===== src/rtl/count_arbiter_pkg.sv =====
// Shared definitions for the count_arbiter slice.
// Latency: n/a (types and constants only).
// Backpressure: n/a.
//
// Holds the arbiter FSM state encoding and the default counter width and
// requester count used by the interface and the top module.
package count_arbiter_pkg;

  localparam int DEF_N   = 16;  // counter and interval-length width
  localparam int DEF_REQ = 4;   // number of requesters (2..8)

  typedef enum logic [1:0] {
    ST_IDLE = 2'd0,
    ST_LOAD = 2'd1,
    ST_RUN  = 2'd2,
    ST_DONE = 2'd3
  } state_t;

endpackage


===== src/rtl/count_arbiter_if.sv =====
// Request/grant bundle between timing clients and the count arbiter.
// Latency: n/a (wiring only).
// Backpressure: a client holds req high until its done pulse; dropping it early aborts.
//
// Signals:
//   req   - per-requester request
//   len   - packed interval lengths, requester i at [i*N +: N]
//   gnt   - one-hot grant, zero when idle
//   done  - one-cycle completion pulse to the granted requester
//   busy  - arbiter is in LOAD, RUN or DONE
//   count - shared counter value, for observation
// master = client side, slave = arbiter side.
interface count_arbiter_if
  import count_arbiter_pkg::*;
#(
  parameter int N   = DEF_N,
  parameter int REQ = DEF_REQ
);

  logic [REQ-1:0]   req;
  logic [REQ*N-1:0] len;
  logic [REQ-1:0]   gnt;
  logic [REQ-1:0]   done;
  logic             busy;
  logic [N-1:0]     count;

  modport master (
    output req, len,
    input  gnt, done, busy, count
  );

  modport slave (
    input  req, len,
    output gnt, done, busy, count
  );

endinterface


===== src/rtl/interval_counter.sv =====
// N-bit up counter with synchronous clear/enable/hold and a terminal flag.
// Latency: count updates one cycle after clr/en; term is combinational on count.
// Backpressure: none; the owner stops counting by dropping en.
//
// Ports:
//   clk, rst - clock and synchronous active-high reset
//   clr      - force count to 0 on the next edge (wins over en)
//   en       - increment count on the next edge
//   lat_len  - latched interval length the terminal flag compares against
//   count    - current value
//   term     - high when count == lat_len-1
module interval_counter
  import count_arbiter_pkg::*;
#(
  parameter int N = DEF_N
) (
  input  logic         clk,
  input  logic         rst,
  input  logic         clr,
  input  logic         en,
  input  logic [N-1:0] lat_len,
  output logic [N-1:0] count,
  output logic         term
);

  always_ff @(posedge clk) begin
    if (rst) begin
      count <= '0;
    end else if (clr) begin
      count <= '0;
    end else if (en) begin
      count <= count + N'(1);
    end
  end

  // Only meaningful while RUN holds a non-zero lat_len.
  assign term = (count == (lat_len - N'(1)));

endmodule


===== src/rtl/count_arbiter.sv =====
// Round-robin scheduler sharing one interval counter among REQ requesters.
// Latency: grant one edge after req is seen in IDLE; done pulse len+1 edges after the grant edge.
// Backpressure: requester holds req until done; a dropped req aborts the interval with no done.
//
// Ports:
//   clk, rst - clock and synchronous active-high reset
//   bus      - count_arbiter_if.slave: req/len in, gnt/done/busy/count out
// All outputs are registered.
module count_arbiter
  import count_arbiter_pkg::*;
#(
  parameter int N   = DEF_N,
  parameter int REQ = DEF_REQ
) (
  input logic            clk,
  input logic            rst,
  count_arbiter_if.slave bus
);

  localparam int LW = (REQ > 1) ? $clog2(REQ) : 1;

  state_t         state_q, state_d;
  logic [REQ-1:0] gnt_q, gnt_d;
  logic [REQ-1:0] done_q, done_d;
  logic           busy_q, busy_d;
  logic [LW-1:0]  gidx_q, gidx_d;
  logic [LW-1:0]  last_q, last_d;
  logic [N-1:0]   lat_len_q, lat_len_d;

  logic           cnt_clr;
  logic           cnt_en;
  logic           term;
  logic [N-1:0]   count;
  logic [N-1:0]   win_len;
  logic           abort;
  logic           rel;
  logic [LW:0]    pick;

  // Returns {valid, index}. The request vector is doubled so the search can
  // start at last+1 and run ascending with wrap without a modulo on the
  // vector; scanning offsets from far to near lets the nearest one win.
  function automatic logic [LW:0] rr_pick(input logic [REQ-1:0] r,
                                          input logic [LW-1:0]  last);
    logic [2*REQ-1:0] dbl;
    logic [LW:0]      res;
    dbl = {r, r};
    res = '0;
    for (int i = REQ; i >= 1; i--) begin
      if (dbl[int'(last) + i]) begin
        res = {1'b1, LW'((int'(last) + i) % REQ)};
      end
    end
    return res;
  endfunction

  assign pick    = rr_pick(bus.req, last_q);
  assign win_len = bus.len[gidx_q*N +: N];
  assign abort   = !bus.req[gidx_q];

  always_comb begin
    state_d   = state_q;
    gnt_d     = gnt_q;
    busy_d    = busy_q;
    gidx_d    = gidx_q;
    last_d    = last_q;
    lat_len_d = lat_len_q;
    done_d    = '0;
    cnt_clr   = 1'b0;
    cnt_en    = 1'b0;
    rel       = 1'b0;

    case (state_q)
      ST_IDLE: begin
        cnt_clr = 1'b1;
        if (pick[LW]) begin
          state_d = ST_LOAD;
          gidx_d  = pick[LW-1:0];
          gnt_d   = REQ'(1) << pick[LW-1:0];
          busy_d  = 1'b1;
        end
      end
      ST_LOAD: begin
        cnt_clr = 1'b1;
        if (abort) begin
          rel = 1'b1;
        end else begin
          lat_len_d = win_len;
          if (win_len == '0) begin
            state_d = ST_DONE;
            done_d  = gnt_q;
          end else begin
            state_d = ST_RUN;
          end
        end
      end
      ST_RUN: begin
        if (abort) begin
          rel = 1'b1;
        end else if (term) begin
          // Count holds at lat_len-1 through DONE.
          state_d = ST_DONE;
          done_d  = gnt_q;
        end else begin
          cnt_en = 1'b1;
        end
      end
      ST_DONE: begin
        rel = 1'b1;
      end
      default: begin
        state_d = ST_IDLE;
      end
    endcase

    // Normal completion and abort both hand priority away from the
    // requester that just held the counter.
    if (rel) begin
      state_d = ST_IDLE;
      gnt_d   = '0;
      busy_d  = 1'b0;
      last_d  = gidx_q;
      cnt_clr = 1'b1;
    end
  end

  always_ff @(posedge clk) begin
    if (rst) begin
      state_q   <= ST_IDLE;
      gnt_q     <= '0;
      done_q    <= '0;
      busy_q    <= 1'b0;
      gidx_q    <= '0;
      last_q    <= LW'(REQ - 1);
      lat_len_q <= '0;
    end else begin
      state_q   <= state_d;
      gnt_q     <= gnt_d;
      done_q    <= done_d;
      busy_q    <= busy_d;
      gidx_q    <= gidx_d;
      last_q    <= last_d;
      lat_len_q <= lat_len_d;
    end
  end

  interval_counter #(.N(N)) u_cnt (
    .clk     (clk),
    .rst     (rst),
    .clr     (cnt_clr),
    .en      (cnt_en),
    .lat_len (lat_len_q),
    .count   (count),
    .term    (term)
  );

  assign bus.gnt   = gnt_q;
  assign bus.done  = done_q;
  assign bus.busy  = busy_q;
  assign bus.count = count;

endmodule


===== src/flat_wrapper.sv =====
// flat-port wrapper written by rule: the top's interface ports become plain ports
module count_arbiter_flat import count_arbiter_pkg::*;
#(
  parameter int N   = DEF_N,
  parameter int REQ = DEF_REQ
)
  (clk, rst, bus_req, bus_len, bus_gnt, bus_done, bus_busy, bus_count);
  count_arbiter_if #(.N(N), .REQ(REQ)) bus_i ();
  input logic clk;
  input logic rst;
  input wire logic [$bits(bus_i.req)-1:0] bus_req;
  input wire logic [$bits(bus_i.len)-1:0] bus_len;
  output wire logic [$bits(bus_i.gnt)-1:0] bus_gnt;
  output wire logic [$bits(bus_i.done)-1:0] bus_done;
  output wire logic [$bits(bus_i.busy)-1:0] bus_busy;
  output wire logic [$bits(bus_i.count)-1:0] bus_count;
  assign bus_i.req = bus_req;
  assign bus_i.len = bus_len;
  assign bus_gnt = bus_i.gnt;
  assign bus_done = bus_i.done;
  assign bus_busy = bus_i.busy;
  assign bus_count = bus_i.count;
  count_arbiter #(.N(N), .REQ(REQ)) u_core (.clk(clk), .rst(rst), .bus(bus_i));
endmodule

===== config.mk =====
export PLATFORM = sky130hd
export DESIGN_NAME = count_arbiter_flat
export DESIGN_NICKNAME = d
export VERILOG_FILES = /design/src/rtl/count_arbiter_pkg.sv /design/src/rtl/count_arbiter_if.sv /design/src/rtl/interval_counter.sv /design/src/rtl/count_arbiter.sv /design/src/flat_wrapper.sv
export SDC_FILE = /design/constraint.sdc
export NUM_CORES = 1
export LEC_CHECK = 0
export CORE_MARGIN = 2
export CORE_UTILIZATION = 51
export CTS_CLUSTER_SIZE = 28
export DETAILED_ROUTE_END_ITERATION = 10
export PLACE_DENSITY = 0.94
export SKIP_CTS_REPAIR_TIMING = 1
export SLEW_MARGIN = 10
export SYNTH_ARGS = -nofsm -noshare
export SYNTH_HDL_FRONTEND = slang
export SYNTH_SLANG_ARGS = --single-unit

===== constraint.sdc =====
create_clock -name clk -period 5.6 [get_ports clk]
set_clock_uncertainty 0.2 [all_clocks]
set_input_delay 0.84 -clock clk [delete_from_list [all_inputs] [get_ports clk]]
set_output_delay 0.84 -clock clk [all_outputs]
set_load 0.05 [all_outputs]

Yosys cells after proc, flatten, opt, wreduce, memory -nomap -nowiden
Index checks and enable logic that the tools add are counted.
{ "totals": {"input_bits": 70, "elab_cells": 75, "ff_bits": 47} }
{ "op_classes": {"mux": 36, "addsub": 6, "n_eq_ne": 8, "order_cmp": 5, "reduce_logical": 10, "shift": 2} }
{ "ops": {"columns": ["operator", "n"], "rows": [
  ["$lt 32x5->1 const B", 3],
  ["$shiftx 64x7->16", 1],
  ["$add 16x1->16 const B", 1],
  ["$eq 16x16->1", 1],
  ["$logic_not 16->1", 1],
  ["$mux 1", 16],
  ["$mux 4", 4],
  ["$sub 16x1->16 const B", 1],
  ["$bmux 1 s3", 4],
  ["$mux 3", 4],
  ["$mux 2", 4],
  ["$ne 2x1->1 const B", 4],
  ["$pmux 4 s2", 1],
  ["$reduce_or 2->1", 4],
  ["$add 2x2->3 const B", 2],
  ["$pmux 2 s3", 1],
  ["$reduce_and 5->1", 1],
  ["$add 2x3->4 const B", 1],
  ["$eq 2x2->1 const B", 2],
  ["$lt 4x4->1 const B", 1],
  ["$reduce_and 2->1", 2],
  ["$shl 1x2->4 const A", 1],
  ["$add 2x1->3 const B", 1],
  ["$lt 2x3->1 const B", 1],
  ["5 further kinds", 5]
]} }

Longest topological paths before layout
Gate-level depths: netlist (run 1).
{ "logic_depth": {"ltp_word": 10, "mapped_depth": 13, "mapped_depth_nobuf": 10} }

Modules after synthesis
Synthesis (run 1) repeated with hierarchy kept, for this count alone.
{ "unflattened": {"cells_unflattened": 364, "hier_area_um2": 3143.0} }
{ "modules_own_cells": {"columns": ["module", "cells_each", "seq_area_each_um2", "instances", "area_per_inst_um2"], "rows": [
  ["count_arbiter", 208, 620.6, 1, 1934.4],
  ["interval_counter", 156, 320.3, 1, 1208.7]
]} }

Worst setup path after synthesis (run 1)
Ideal clock, no wire load.
{ "synth_path": {"path_type": "register to register", "from": "register u_core.lat_len_q[0]", "to": "register u_core.done_q[0], in the netlist u_core.bus.done[0]", "stages_incl_launch_ff": 14, "path_buffers": 3, "required_time_ns": 5.339, "setup_ns": 0.061, "t_arrival_ns": 3.023, "slack_ns": 2.316, "cell_sequence": "dfxtp_1 > clkbuf_1 > inv_1 > ha_1 > clkbuf_1 > nor2b_1 > or4b_4 > or3_1 > a2111oi_1 > nand4_1 > buf_4 > nor2_2 > o2111a_1 > and2_1"} }
{ "synth_via": {"elab_chain_cells": 5} }
{ "synth_lines": {"columns": ["item", "line", "source"], "rows": [
  ["start: declaration", "count_arbiter.sv:28", "logic [N-1:0] lat_len_q, lat_len_d;"],
  ["start signal: assignment", "count_arbiter.sv:142", "lat_len_q <= lat_len_d;"],
  ["$sub 16x1->16", "interval_counter.sv:37", "assign term = (count == (lat_len - N'(1)));"],
  ["$eq 16x16->1", "interval_counter.sv:37", null],
  ["$mux 4", "count_arbiter.sv:99", "end else if (term) begin"],
  ["$mux 4", "count_arbiter.sv:97", "if (abort) begin"],
  ["$pmux 4 s2", "count_arbiter.sv:72", "case (state_q)"],
  ["end signal: assignment", "count_arbiter.sv:138", "done_q <= done_d;"],
  ["end: declaration", "count_arbiter.sv:24", "logic [REQ-1:0] done_q, done_d;"]
]} }
No other way between the ends.
A chain may end at the register's enable or synchronous reset.

Worst setup path after layout (run 1)
{ "layout_path": {"from": "register u_core.lat_len_q[0]", "to": "register u_core.u_cnt.count[1]"} }
{ "layout_via": {"elab_chain_cells": 5} }
{ "layout_lines": {"columns": ["item", "line", "source"], "rows": [
  ["$sub 16x1->16", "interval_counter.sv:37", null],
  ["$eq 16x16->1", "interval_counter.sv:37", null],
  ["$mux 1", "count_arbiter.sv:99", null],
  ["$mux 1", "count_arbiter.sv:97", null],
  ["$mux 1", "count_arbiter.sv:72", null],
  ["end signal: assignment", "interval_counter.sv:32", "count <= count + N'(1);"],
  ["end: declaration", "interval_counter.sv:22", "output logic [N-1:0] count,"]
]} }
No other way between the ends.

==> results of run 1 <==
==> logic make-up after synthesis <==
kind of cell | after synthesis
and+or+nand+nor | 150
xor gates and xnor gates | 31
DFF | 47
muxes | 24
buffers and inverters | 30
adders and majority gates | 7
AOI/OAI and AO/OA | 56
==> worst max-delay path, delay by kind of cell (launching register included) <==
family	cells	cell delay (ps)
flops	1	380
compound gates	1	380
simple gates	6	2130
mux	1	250
fa+ha+maj	1	320
buf+inv	1	80
==> state kept, by name (all words and copies together), names as in the netlist <==
signal and cells:
u_core.bus.busy 1, u_core.bus.done 4, u_core.bus.gnt 4, u_core.gidx_q 2
u_core.last_q 2, u_core.lat_len_q 16, u_core.state_q 2, u_core.u_cnt.count 16
==> per-layer routing <==
| layer | GRT usage, % | share of wire, % |
|---|---|---|
| met1 | 31.74 | 38 |
| met2 | 48.93 | 50 |
| met3 | 5.222 | 7.4 |
| met4 | 13.05 | 3.9 |
| met5 | 0 | 0 |
==> through the flow <==
| step | power [µW] | cells | setup slack [ps] | utilization, % |
|---|---|---|---|---|
| floorplan | 991.0 | 345 | 2316 | - |
| global placement | 1134 | 495 | 1933 | 68.31 |
| detailed placement | 1168 | 495 | 1807 | 68.31 |
| CTS | 1463 | 503 | 1796 | 70.65 |
| global route | 1554 | 503 | 1456 | 70.65 |
| finish | 1471 | 503 | 1734 | 70.65 |
==> cells in the mapped netlist (7+ instances only) <==
cell type,instances,share of area [%]
inv_1,11,1.4
nor2_1,31,3.9
xnor2_1,17,4.9
mux4_2,18,13
xor2_1,13,3.8
dfxtp_1,47,31
nor3_1,9,1.5
ha_1,7,2.9
clkbuf_1,13,1.6
nand2_1,49,6.1
nand3_1,9,1.5
a21oi_1,30,5.0
or4_1,7,1.7
==> layout make-up <==
cell class | count | area, µm²
clock inverters | 3 | 67.56
repair buffers | 94 | 940.9
flip-flops and latches | 47 | 940.9
fillers | 435 | 1707
well taps | 75 | 93.84
inverters | 11 | 41.29
multi-input cells | 268 | 1956
clock buffers | 5 | 68.82
==> power by group through the flow <==
stage               combinational, µW  sequential [µW]  clock [µW]
finish                            706              470         294
floorplan                         529              462           0
detailed placement                691              477           0
CTS                               697              470         296
global placement                  662              472           0
global route                      765              480         308
==> worst max path at each step <==
stage                     depth (start not counted)                    end                 from
final                                            10  u_core.u_cnt.count[1]  u_core.lat_len_q[0]
after global routing                             10  u_core.u_cnt.count[1]  u_core.lat_len_q[0]
after CTS                                         8  u_core.u_cnt.count[1]  u_core.lat_len_q[2]
after detailed placement                          8  u_core.u_cnt.count[1]  u_core.lat_len_q[2]
after global placement                            8  u_core.u_cnt.count[1]  u_core.lat_len_q[2]
after floorplan                                  13     u_core.bus.done[0]  u_core.lat_len_q[0]
==> summary.txt, run 1 <==
Synth
  – Seq cells post-synth: 47
  – Simple-Gate Fraction of Synth Area: 25.43%
  – Netlist cell types: 50
  – Synth Area in XOR/XNOR: 9.498%
  – Synth Area in Compound Gates: 11.53%
  – Ys Warns: 0
  – Synthesized area per cell: 8.744 µm²
  – Area share of fa/ha/maj cells after synthesis: 2.903%
  – Post-synth EDFFs: 0
  – Sequential fraction of the synthesis area: 31.19%
  – Commonest register cell after synthesis: dfxtp_1
  – Net Count, Synth: 422
  – Largest family of logic cells by synthesized area: simple AND/OR/NAND/NOR gates
  – Mapped Area: 3017 µm²
  – Mux cell area share after synthesis: 15.47%
  – Syn Inst Count: 345
  – FFs w/ async S/R, synth: 0%

Routing
  – DR vias/cell: 6.044
  – Post-DRT Antenna Nets: 0
  – Routed WL: 8.414 mm
  – Initial DRC count: 230
  – WL/cell: 16.73 µm
  – TritonRoute pass-1 iters: 5
  – # DRC: 0
  – Vias: 3040

Die
  – I/O Pins: 95
  – Die X: 80.91 µm
  – Die height: 80.91 µm
  – Num rows: 28
  – Die area: 6546 µm²
  – Core area: 5816 µm²
  – Starting density of the core: 51.87%

Worst setup path
  – Crit path kind: reg -> reg
  – Crit start category: register
  – CP Cell Sequence: inv_1, ha_1, nor2b_1, or4b_4, or3_1, a2111oi_1, nand4_1, nand2_1, mux2i_1, nor2_1
  – Reg2reg start: u_core.lat_len_q[0]
  – Critical Path Max Stage Delay: 520 ps
  – Slowest CP cell: or4b_4
  – Crit-path max FO: 11
  – Crit end category: register
  – Worst EP arrival: 3840 ps
  – Slack of the worst reg-to-reg path: 1730 ps
  – R2R depth: 10
  – Critical Path RT: 5580 ps
  – Crit Reg-Reg Endpoint: u_core.u_cnt.count[1]

Worst hold path
  – Hold Crit Start: u_core.bus.busy
  – Worst Hold Path EP: u_core.bus.busy
  – Hold Crit Class: reg -> reg
  – Worst hold path depth: 2

Power and ir drop
  – Net switching power: 576.0 µW
  – Combinational Power Share: 48.0%
  – Max rail drop VDD: 0.2438 mV
  – Sequential power share: 32.0%
  – Clock share of power: 20.0%
  – Leak pwr: 0.001443 µW
  – Cell Pwr Density: 357.9 nW/µm²
  – Pint: 894.5 µW
  – Sw Ratio: 39.17%

Timing
  – Final setup viols: 0
  – Setup total negative slack: 0 ps
  – Final cycle utilization of the critical path: 69.04%
  – Worst Max-Slew Pin Slew: 1109 ps
  – Hold Worst Slack: 273.7 ps
  – Slew Viols, Final: 0
  – Rel. slew slack: 25.96%
  – Tmin final: 3866 ps
  – RSZ-0062 raised after global routing: false
  – Max Clk Rate: 0.2586 GHz
  – Endpoints failing hold: 0

Clock tree
  – CTS tree: yes
  – Clock-pin slew on the worst setup and hold paths: 90 ps
  – Root Driver: clkbuf_8
  – Later-pin clock latency in the skew report: 300 ps
  – Clock buffer count from CTS: 5
  – CTS Buffer Depth: 2
  – Htree depth: 2
  – Number of clock sinks: 47

Global route
  – Initial antenna violation count: 0
  – Gr ovfl total: 0
  – Total GRT Usage: 27.53%
  – First-pass GRT wire length: 14.05 mm
  – Largest net degree at the start of global routing: 20
  – Number of global-route vias before repair: 3021

Finish
  – Most common cell after layout, fill and taps aside: clkdlybuf4s50_1
  – Ratio of cells with drive above 1 in the final layout: 7.710%
  – Area Overhead vs Synth: 36.21%
  – Most frequent cells in the layout: 94 x clkdlybuf4s50_1, 49 x nand2_1, 47 x dfxtp_1
  – Diode count: 0
  – Fin nets: 504
  – Final instance area: 4109 µm²

Flow run
  – Max Cap Viol: 0

Placed design
  – Port bufs: 94
  – Final GP Congestion: 0.9270
  – Placement-stage cell area: 3973 µm²
  – HPWL after DPL: 6.677 mm

Status
  – Status: completed
No activity file was read; power rests on OpenSTA's default activity.
==> run 2, diff against run 1 <==
- CORE_UTILIZATION: 51 -> 47
- PLACE_DENSITY: 0.94 -> 0.88
- clock period: 5.6 -> 3.89 ns (I/O delays scaled with it)
==> summary.txt, run 2 (synthesis gave the netlist of run 1 again) <==
Routing
  – Vias: 3047
  – Post-DRT Antenna Nets: 0
  – Routed WL: 8.265 mm
  – Initial DRC count: 241
  – WL/cell: 16.14 µm
  – # DRC: 0
  – TritonRoute pass-1 iters: 4
  – DR vias/cell: 5.951

Global route
  – Total GRT Usage: 23.71%
  – First-pass GRT wire length: 13.68 mm
  – Gr ovfl total: 0
  – Number of global-route vias before repair: 2955
  – Initial antenna violation count: 0
  – Largest net degree at the start of global routing: 20

Die
  – Die X: 84.12 µm
  – Num rows: 29
  – I/O Pins: 95
  – Die height: 84.12 µm
  – Die area: 7075 µm²
  – Starting density of the core: 48.06%
  – Core area: 6277 µm²

Timing
  – RSZ-0062 raised after global routing: false
  – Setup ws final: 480.0 ps
  – Endpoints failing hold: 0
  – Slew Viols, Final: 0
  – Final setup viols: 0
  – Setup total negative slack: 0 ps
  – Hold Worst Slack: 261.3 ps
  – Max Clk Rate: 0.2933 GHz
  – Final cycle utilization of the critical path: 87.66%
  – Rel. slew slack: 48.18%
  – Worst Max-Slew Pin Slew: 770.2 ps
  – Tmin final: 3410 ps

Power and ir drop
  – Cell Pwr Density: 490.6 nW/µm²
  – Max rail drop VDD: 0.4168 mV
  – Combinational Power Share: 53.1%
  – Sw Ratio: 40.94%
  – Pint: 1194 µW
  – Net switching power: 827.9 µW
  – Sequential power share: 31.3%
  – Leak pwr: 0.001461 µW
  – Clock share of power: 15.6%

Clock tree
  – Htree depth: 2
  – Number of clock sinks: 47
  – Clock-pin slew on the worst setup and hold paths: 90 ps
  – Later-pin clock latency in the skew report: 310 ps
  – Root Driver: clkbuf_8
  – CTS tree: yes
  – CTS Buffer Depth: 2
  – Clock buffer count from CTS: 5

Worst setup path
  – Worst EP arrival: 3420 ps
  – Worst Setup SP: u_core.lat_len_q[2]
  – Critical Path Max Stage Delay: 680 ps
  – CP Cell Sequence: or4_1, or4b_4, or3_1, a2111oi_1, nand4_1, buf_4, nand3_1, xor2_1, nor2_1
  – Slowest CP cell: or4_1
  – Crit-path max FO: 9
  – Critical Path RT: 3900 ps
  – CP top delay family: simple AND/OR/NAND/NOR gates
  – Reg2reg start: u_core.lat_len_q[2]
  – Buf/Inv on CP: 1
  – Crit path kind: reg -> reg
  – Crit start category: register
  – Crit end category: register

Finish
  – Biggest registers after layout: u_core.lat_len_q (16), u_core.u_cnt.count (16)
  – Most common cell after layout, fill and taps aside: clkdlybuf4s50_1
  – Post-layout util: 65.68%
  – Fin nets: 511
  – Area Overhead vs Synth: 36.67%
  – Diode count: 0
  – Ratio of cells with drive above 1 in the final layout: 8.966%
  – Most frequent cells in the layout: 94 x clkdlybuf4s50_1, 49 x nand2_1, 47 x dfxtp_1

Status
  – Status: completed

Worst hold path
  – Hold Crit Start: u_core.bus.busy
  – Hold Crit Class: reg -> reg

Placed design
  – HPWL after DPL: 6.617 mm
  – Final GP Congestion: 0.9115
  – Port bufs: 94
  – Setup WS pre-CTS: 490.5 ps

Flow run
  – Max Cap Viol: 0
[run 2: cell types whose count changed in the layout (fill, tap and decap cells not counted)]
| cell | before | now |
|---|---|---|
| clkbuf_1 | 0 | 1 |
| clkbuf_8 | 5 | 6 |
| clkinvlp_4 | 1 | 0 |
| buf_4 | 0 | 7 |
| bufinv_16 | 2 | 0 |
| clkinv_4 | 0 | 1 |
[run 2: per-layer routing]
metal	global-route usage, %	up-vias	routed length [µm]
met4	9.384	0	216
li1	-	1443	-
met1	28.02	1419	3227
met3	5.935	19	684
met5	0	-	0
met2	41.20	166	4136
[run 2: power groups by stage]
stage,sequential (µW),clock [µW],combinational [µW]
2_1_floorplan,665,0,761
3_3_place_gp,636,0,1020
3_5_place_dp,640,0,1060
4_1_cts,629,313,1070
5_1_grt,640,336,1170
6_report,633,316,1070
[run 2: worst paths after layout]
check,end,slack [ps],cells past startpoint
max,u_core.u_cnt.count[2],480,9
max reg2reg,u_core.u_cnt.count[2],480,9
min,u_core.bus.busy,260,2
min reg2reg,u_core.bus.busy,260,2
[run 2: cell type report]
class | count | area (µm²)
fill | 468 | 2155
multi-input combinational | 268 | 1956
timing repair buffer | 101 | 993.5
sequential | 47 | 940.9
tap | 77 | 96.34
clock buffer | 7 | 86.33
inverter | 11 | 41.29
clock inverter | 1 | 8.758
[run 2: worst register-to-register path, cell delays in order, from the launching register on]
cell       delay, ps
dfxtp_1          350
or4_1            680
or4b_4           560
or3_1            350
a2111oi_1        380
nand4_1          220
buf_4            230
nand3_1          110
xor2_1           170
nor2_1            50
[run 2: stage by stage]
stage          cell area [µm²]  std cells  power, µW
6_report                  4123        512       2022
5_1_grt                   4123        512       2149
4_1_cts                   4123        512       2009
3_5_place_dp              4028        504       1698
3_3_place_gp              4028        504       1658
2_1_floorplan             3017        345       1427
